### src/rtl/uart_tx_sm_if.sv
// rtl/uart_tx_sm_if.sv - Valid/Ready byte handshake between the host/FIFO side and the UART transmitter
interface uart_tx_sm_if;
  logic [7:0] Din;
  logic       Valid;
  logic       Ready;

  modport master (output Din, output Valid, input Ready);
  modport slave  (input Din, input Valid, output Ready);
endinterface

### src/rtl/uart_tx_sm.sv
// rtl/uart_tx_sm.sv - UART transmit serializer paced by the 16x bit-rate clock enable
// Optional parity: define UART_TX_PARITY_EN to add ParEn/ParOdd and the PAR state.
module uart_tx_sm (
  input  logic        Clk,
  input  logic        Rst,
  input  logic        CE_16x,
  input  logic        Len,
  input  logic        NumStop,
`ifdef UART_TX_PARITY_EN
  input  logic        ParEn,
  input  logic        ParOdd,
`endif
  uart_tx_sm_if.slave host,
  output logic        TxD,
  output logic        Busy
);

  typedef enum logic [2:0] {
    IDLE,
    START,
    DATA,
`ifdef UART_TX_PARITY_EN
    PAR,
`endif
    STOP1,
    STOP2
  } state_t;

  state_t     state;
  logic [3:0] bit_cnt;
  logic [2:0] dat_cnt;
  logic [7:0] sr;
  logic       len_q;
  logic       stop_q;
`ifdef UART_TX_PARITY_EN
  logic       par_en_q;
  logic       par_odd_q;
  logic       par_acc;
`endif

  logic       bit_end;
  logic       last_data;

  // A bit slot closes on the 16th enable pulse; last data bit depends on the latched length
  assign bit_end   = CE_16x & (bit_cnt == 4'd15);
  assign last_data = (dat_cnt == (len_q ? 3'd6 : 3'd7));

  // Ready must drop in the same cycle Rst is asserted, so it cannot wait for the register
  assign host.Ready = (state == IDLE) & ~Rst;

  // Frame sequencer; TxD and Busy are registered from the next state so the line moves on the deciding edge
  always_ff @(posedge Clk) begin
    if (Rst) begin
      state     <= IDLE;
      TxD       <= 1'b1;
      Busy      <= 1'b0;
      bit_cnt   <= 4'd0;
      dat_cnt   <= 3'd0;
      sr        <= 8'd0;
      len_q     <= 1'b0;
      stop_q    <= 1'b0;
`ifdef UART_TX_PARITY_EN
      par_en_q  <= 1'b0;
      par_odd_q <= 1'b0;
      par_acc   <= 1'b0;
`endif
    end else begin
      // The 4-bit counter wraps 15 -> 0 by itself, which is exactly the bit boundary
      if ((state != IDLE) && CE_16x) begin
        bit_cnt <= bit_cnt + 4'd1;
      end

      case (state)
        IDLE: begin
          if (host.Valid) begin
            sr        <= host.Din;
            len_q     <= Len;
            stop_q    <= NumStop;
`ifdef UART_TX_PARITY_EN
            par_en_q  <= ParEn;
            par_odd_q <= ParOdd;
            par_acc   <= 1'b0;
`endif
            bit_cnt   <= 4'd0;
            dat_cnt   <= 3'd0;
            state     <= START;
            TxD       <= 1'b0;
            Busy      <= 1'b1;
          end
        end

        START: begin
          if (bit_end) begin
            state <= DATA;
            TxD   <= sr[0];
          end
        end

        DATA: begin
          if (bit_end) begin
            sr      <= {1'b0, sr[7:1]};
            dat_cnt <= dat_cnt + 3'd1;
`ifdef UART_TX_PARITY_EN
            par_acc <= par_acc ^ sr[0];
`endif
            if (last_data) begin
`ifdef UART_TX_PARITY_EN
              if (par_en_q) begin
                state <= PAR;
                TxD   <= par_acc ^ sr[0] ^ par_odd_q;
              end else begin
                state <= STOP1;
                TxD   <= 1'b1;
              end
`else
              state <= STOP1;
              TxD   <= 1'b1;
`endif
            end else begin
              TxD <= sr[1];
            end
          end
        end

`ifdef UART_TX_PARITY_EN
        PAR: begin
          if (bit_end) begin
            state <= STOP1;
            TxD   <= 1'b1;
          end
        end
`endif

        STOP1: begin
          if (bit_end) begin
            TxD <= 1'b1;
            if (stop_q) begin
              state <= STOP2;
            end else begin
              state <= IDLE;
              Busy  <= 1'b0;
            end
          end
        end

        STOP2: begin
          if (bit_end) begin
            state <= IDLE;
            TxD   <= 1'b1;
            Busy  <= 1'b0;
          end
        end

        default: begin
          state <= IDLE;
          TxD   <= 1'b1;
          Busy  <= 1'b0;
        end
      endcase
    end
  end

endmodule

### src/flat_wrapper.sv
// flat-port wrapper written by rule: the top's interface ports become plain ports
module uart_tx_sm_flat 
  (Clk, Rst, CE_16x, Len, NumStop, TxD, Busy, host_Din, host_Valid, host_Ready);
  uart_tx_sm_if host_i ();
  input  logic Clk;
  input  logic Rst;
  input  logic CE_16x;
  input  logic Len;
  input  logic NumStop;
  output logic TxD;
  output logic Busy;
  input wire logic [$bits(host_i.Din)-1:0] host_Din;
  input wire logic [$bits(host_i.Valid)-1:0] host_Valid;
  output wire logic [$bits(host_i.Ready)-1:0] host_Ready;
  assign host_i.Din = host_Din;
  assign host_i.Valid = host_Valid;
  assign host_Ready = host_i.Ready;
  uart_tx_sm u_core (.Clk(Clk), .Rst(Rst), .CE_16x(CE_16x), .Len(Len), .NumStop(NumStop), .host(host_i), .TxD(TxD), .Busy(Busy));
endmodule
### config.mk
export PLATFORM = sky130hd
export DESIGN_NAME = uart_tx_sm_flat
export DESIGN_NICKNAME = d
export VERILOG_FILES = /design/src/rtl/uart_tx_sm_if.sv /design/src/rtl/uart_tx_sm.sv /design/src/flat_wrapper.sv
export SDC_FILE = /design/constraint.sdc
export NUM_CORES = 1
export LEC_CHECK = 0
export CAP_MARGIN = 20
export CELL_PAD_IN_SITES_DETAIL_PLACEMENT = 0
export CELL_PAD_IN_SITES_GLOBAL_PLACEMENT = 2
export CORE_MARGIN = 10
export CORE_UTILIZATION = 34
export DETAILED_ROUTE_END_ITERATION = 8
export HOLD_SLACK_MARGIN = 0.03
export PLACE_DENSITY = 0.79
export SETUP_SLACK_MARGIN = 0.3
export SLEW_MARGIN = 20
export SYNTH_ARGS = -nofsm -noshare
export SYNTH_HDL_FRONTEND = slang
export SYNTH_SLANG_ARGS = --single-unit
### constraint.sdc
create_clock -name Clk -period 3 [get_ports Clk]
set_input_delay 0.45 -clock Clk [delete_from_list [all_inputs] [get_ports Clk]]
set_output_delay 0.45 -clock Clk [all_outputs]
set_load 0.01 [all_outputs]
==> run_results.csv <==
group,metric,value,unit
status,outcome,"finished clean",
clocking,clk_pin_slew,0.13,ns
yosys,netlist_instances,117,
yosys,synth_seq_area_share,40.2,%
grt,grt_pass1_vias,856,
yosys,synth-edff-count,0,
drt,drt_iter0_drc,80,
yosys,ys_top_cells_by_area,"dfxtp_1 (40%), mux2i_1 (11%), nor2_1 (6.2%)",
clocking,postCtsSetupBuffers,0,
final_layout,layout_commonest_cell,"dfxtp_1",
yosys,syn_nets,133,
pwr,ir_worst_vdd,196,µV
yosys,synth-seq-cells,22,
drt,first_pass_iters,3,
yosys,ys_types,36,
worst_setup_path,critical_path_required,2.55,ns
yosys,postSynthAreaPerCell,9.37,µm²
run,max_cap_violations,0,
floorplanning,coreArea,3080,µm²
sta,rsz0062_at_grt,"no",
grt,grt_usage,7.78,%
drt,wl,2.22,mm
yosys,synthArstFlopShare,0,%
floorplanning,die_x,76.8,µm
placed_design,gp_congestion,0.705,
clocking,clk_path_buf_depth,2,
final_layout,nets,148,
sta,relSlewSlack,62.1,%
sta,finClkSkew,0.00719,ns
final_layout,drive_above_1_share,11.5,%
floorplanning,die_area,5890,µm²
sta,fmax,451,MHz
sta,worst_pin_slew,0.568,ns
worst_setup_path,path_max_fanout,14,
yosys,netlist.top_cell.by_area,"dfxtp_1",
floorplanning,io_pins,17,
pwr,power_density,468,nW/µm²
clocking,clock-sinks,22,
final_layout,final_util,43.1,%
yosys,synth_area,1100,µm²
drt,route.vias.total,848,
yosys,yosys_warnings,0,
clocking,cts-buffers-inserted,3,
worst_setup_path,start_kind,"register",
clocking,cts_tree,"done",
pwr,p_leak,0.000456,µW
grt,grt_max_degree,20,
sta,finalSetupViolCount,0,
grt,antenna_found_initial,0,
sta,fin_setup_tns,0,ns
final_layout,final_cells,175,
drt,vias_per_cell,4.85,
worst_setup_path,reg2reg_depth,5,
sta,holdWs,0.498,ns
clocking,cts_hold_buf,0,
floorplanning,rows,20,
drt,wire_per_inst,12.7,µm
worst_setup_path,cp_data_arrival_time,1.77,ns
yosys,synthFlopType,"dfxtp_1",
sta,slew_viol_final,0,
clocking,ctsRootBufferMaster,"clkbuf_4",
drt,ant_nets,0,
clocking,h-tree-depth,1,
worst_setup_path,cp-end-kind,"output pin",
final_layout,area_delta_synth_final,21.1,%
placed_design,port_buffers,16,
placed_design,dp_hpwl,1.59,mm
final_layout,mostFrequentLayoutCells,"dfxtp_1 (22), nor2_1 (18), clkdlybuf4s50_1 (16), mux2i_1 (12), a21oi_1 (6)",
clocking,clk_latency,0.31,ns
floorplanning,initial_core_util,35.6,%
drt,drc,0,
yosys,yosysTopAreaCellShare,40.2,%
placed_design,dp.cells,171,
floorplanning,die_h,76.8,µm
worst_hold_path,hold_depth,2,
clocking,cts-resized-gates,0,
grt,gr-total-overflow,0,
pwr,power,622,µW
worst_setup_path,crit_type,"register to output pin",
sta,hold_viol,0,
sta,min_period_over_period,73.9,%
worst_hold_path,hp-class,"register to register",
final_layout,diodes,0,
grt,grt_pass1_wl,3.91,mm
sta,min_period,2.22,ns
routing by layer:
layer	up-vias	global-route usage, %	routed length (µm)
met5	-	0	0
met1	381	10.2	1160
li1	455	-	-
met3	2	1.75	74
met2	10	11.8	964
met4	0	3.35	19
registers in the layout, indices dropped and copies added (netlist names):
register,flops
u_core.bit_cnt,4
u_core.dat_cnt,3
u_core.sr,8
u_core.state,3
u_core.TxD,1
u_core.Busy,1
u_core.len_q,1
u_core.stop_q,1
report_power, final:
| part | switching, µW | internal (µW) | total, µW |
|---|---|---|---|
| registers | 9.73 | 306 | 316 |
| logic | 33.8 | 43.6 | 77.4 |
| clock network | 93.6 | 135 | 229 |
critical path, cell delays in order, from the launching register on:
cell and delay [ns]:
dfxtp_1 0.49, nor4_1 0.36, clkdlybuf4s50_1 0.60
path summary, 6_finish.rpt:
check             slack (ns)                        endpoint                           start
hold / removal          0.50  u_core.dat_cnt[1]$_SDFFE_PP0P_  u_core.dat_cnt[1]$_SDFFE_PP0P_
setup / recovery        0.78                      host_Ready    u_core.state[1]$_SDFFE_PP0P_
setup reg to reg        1.18       u_core.sr[3]$_SDFFE_PP0P_    u_core.state[1]$_SDFFE_PP0P_
hold reg to reg         0.50  u_core.dat_cnt[1]$_SDFFE_PP0P_  u_core.dat_cnt[1]$_SDFFE_PP0P_
kinds of logic (layout without fill, tap and decap cells):
kind of cell / count (synthesis) / in the layout / share of synthesized area, %
compound gates: 25 / 25 / 16.2
mux: 12 / 12 / 11.0
buf+inv: 10 / 24 / 5.36
simple gates: 41 / 41 / 21.0
xor+xnor: 5 / 5 / 4.00
flops: 22 / 22 / 40.2
fa+ha+maj: 2 / 2 / 2.28
synthesized netlist by cell type, types with 2 or more instances:
cell and count:
a211oi_1 5, a211oi_2 2, a21oi_1 6, buf_2 2, buf_4 2, clkbuf_1 3
dfxtp_1 22, ha_1 2, inv_1 2, mux2i_1 12, nand2_1 4, nand3_1 3
nand4_1 2, nor2_1 18, nor3_1 4, nor3b_1 2, o21ai_0 4, xnor2_1 2
xor2_1 3
stage by stage:
stage / setup WS (ns) / cell area [µm²]
floorplan: 1.50 / 1100
finish: 0.782 / 1330
global route: 0.670 / 1330
global placement: 0.833 / 1270
detailed placement: 0.803 / 1270
CTS: 0.755 / 1330
area by class of cell:
class | count | area, µm²
multi-input combinational | 85 | 597
tap | 44 | 55.1
timing repair buffer | 18 | 175
inverter | 2 | 7.51
clock buffer | 3 | 22.5
fill | 328 | 1750
clock inverter | 1 | 30.0
sequential | 22 | 440
(Power assumes the default switching activity.)
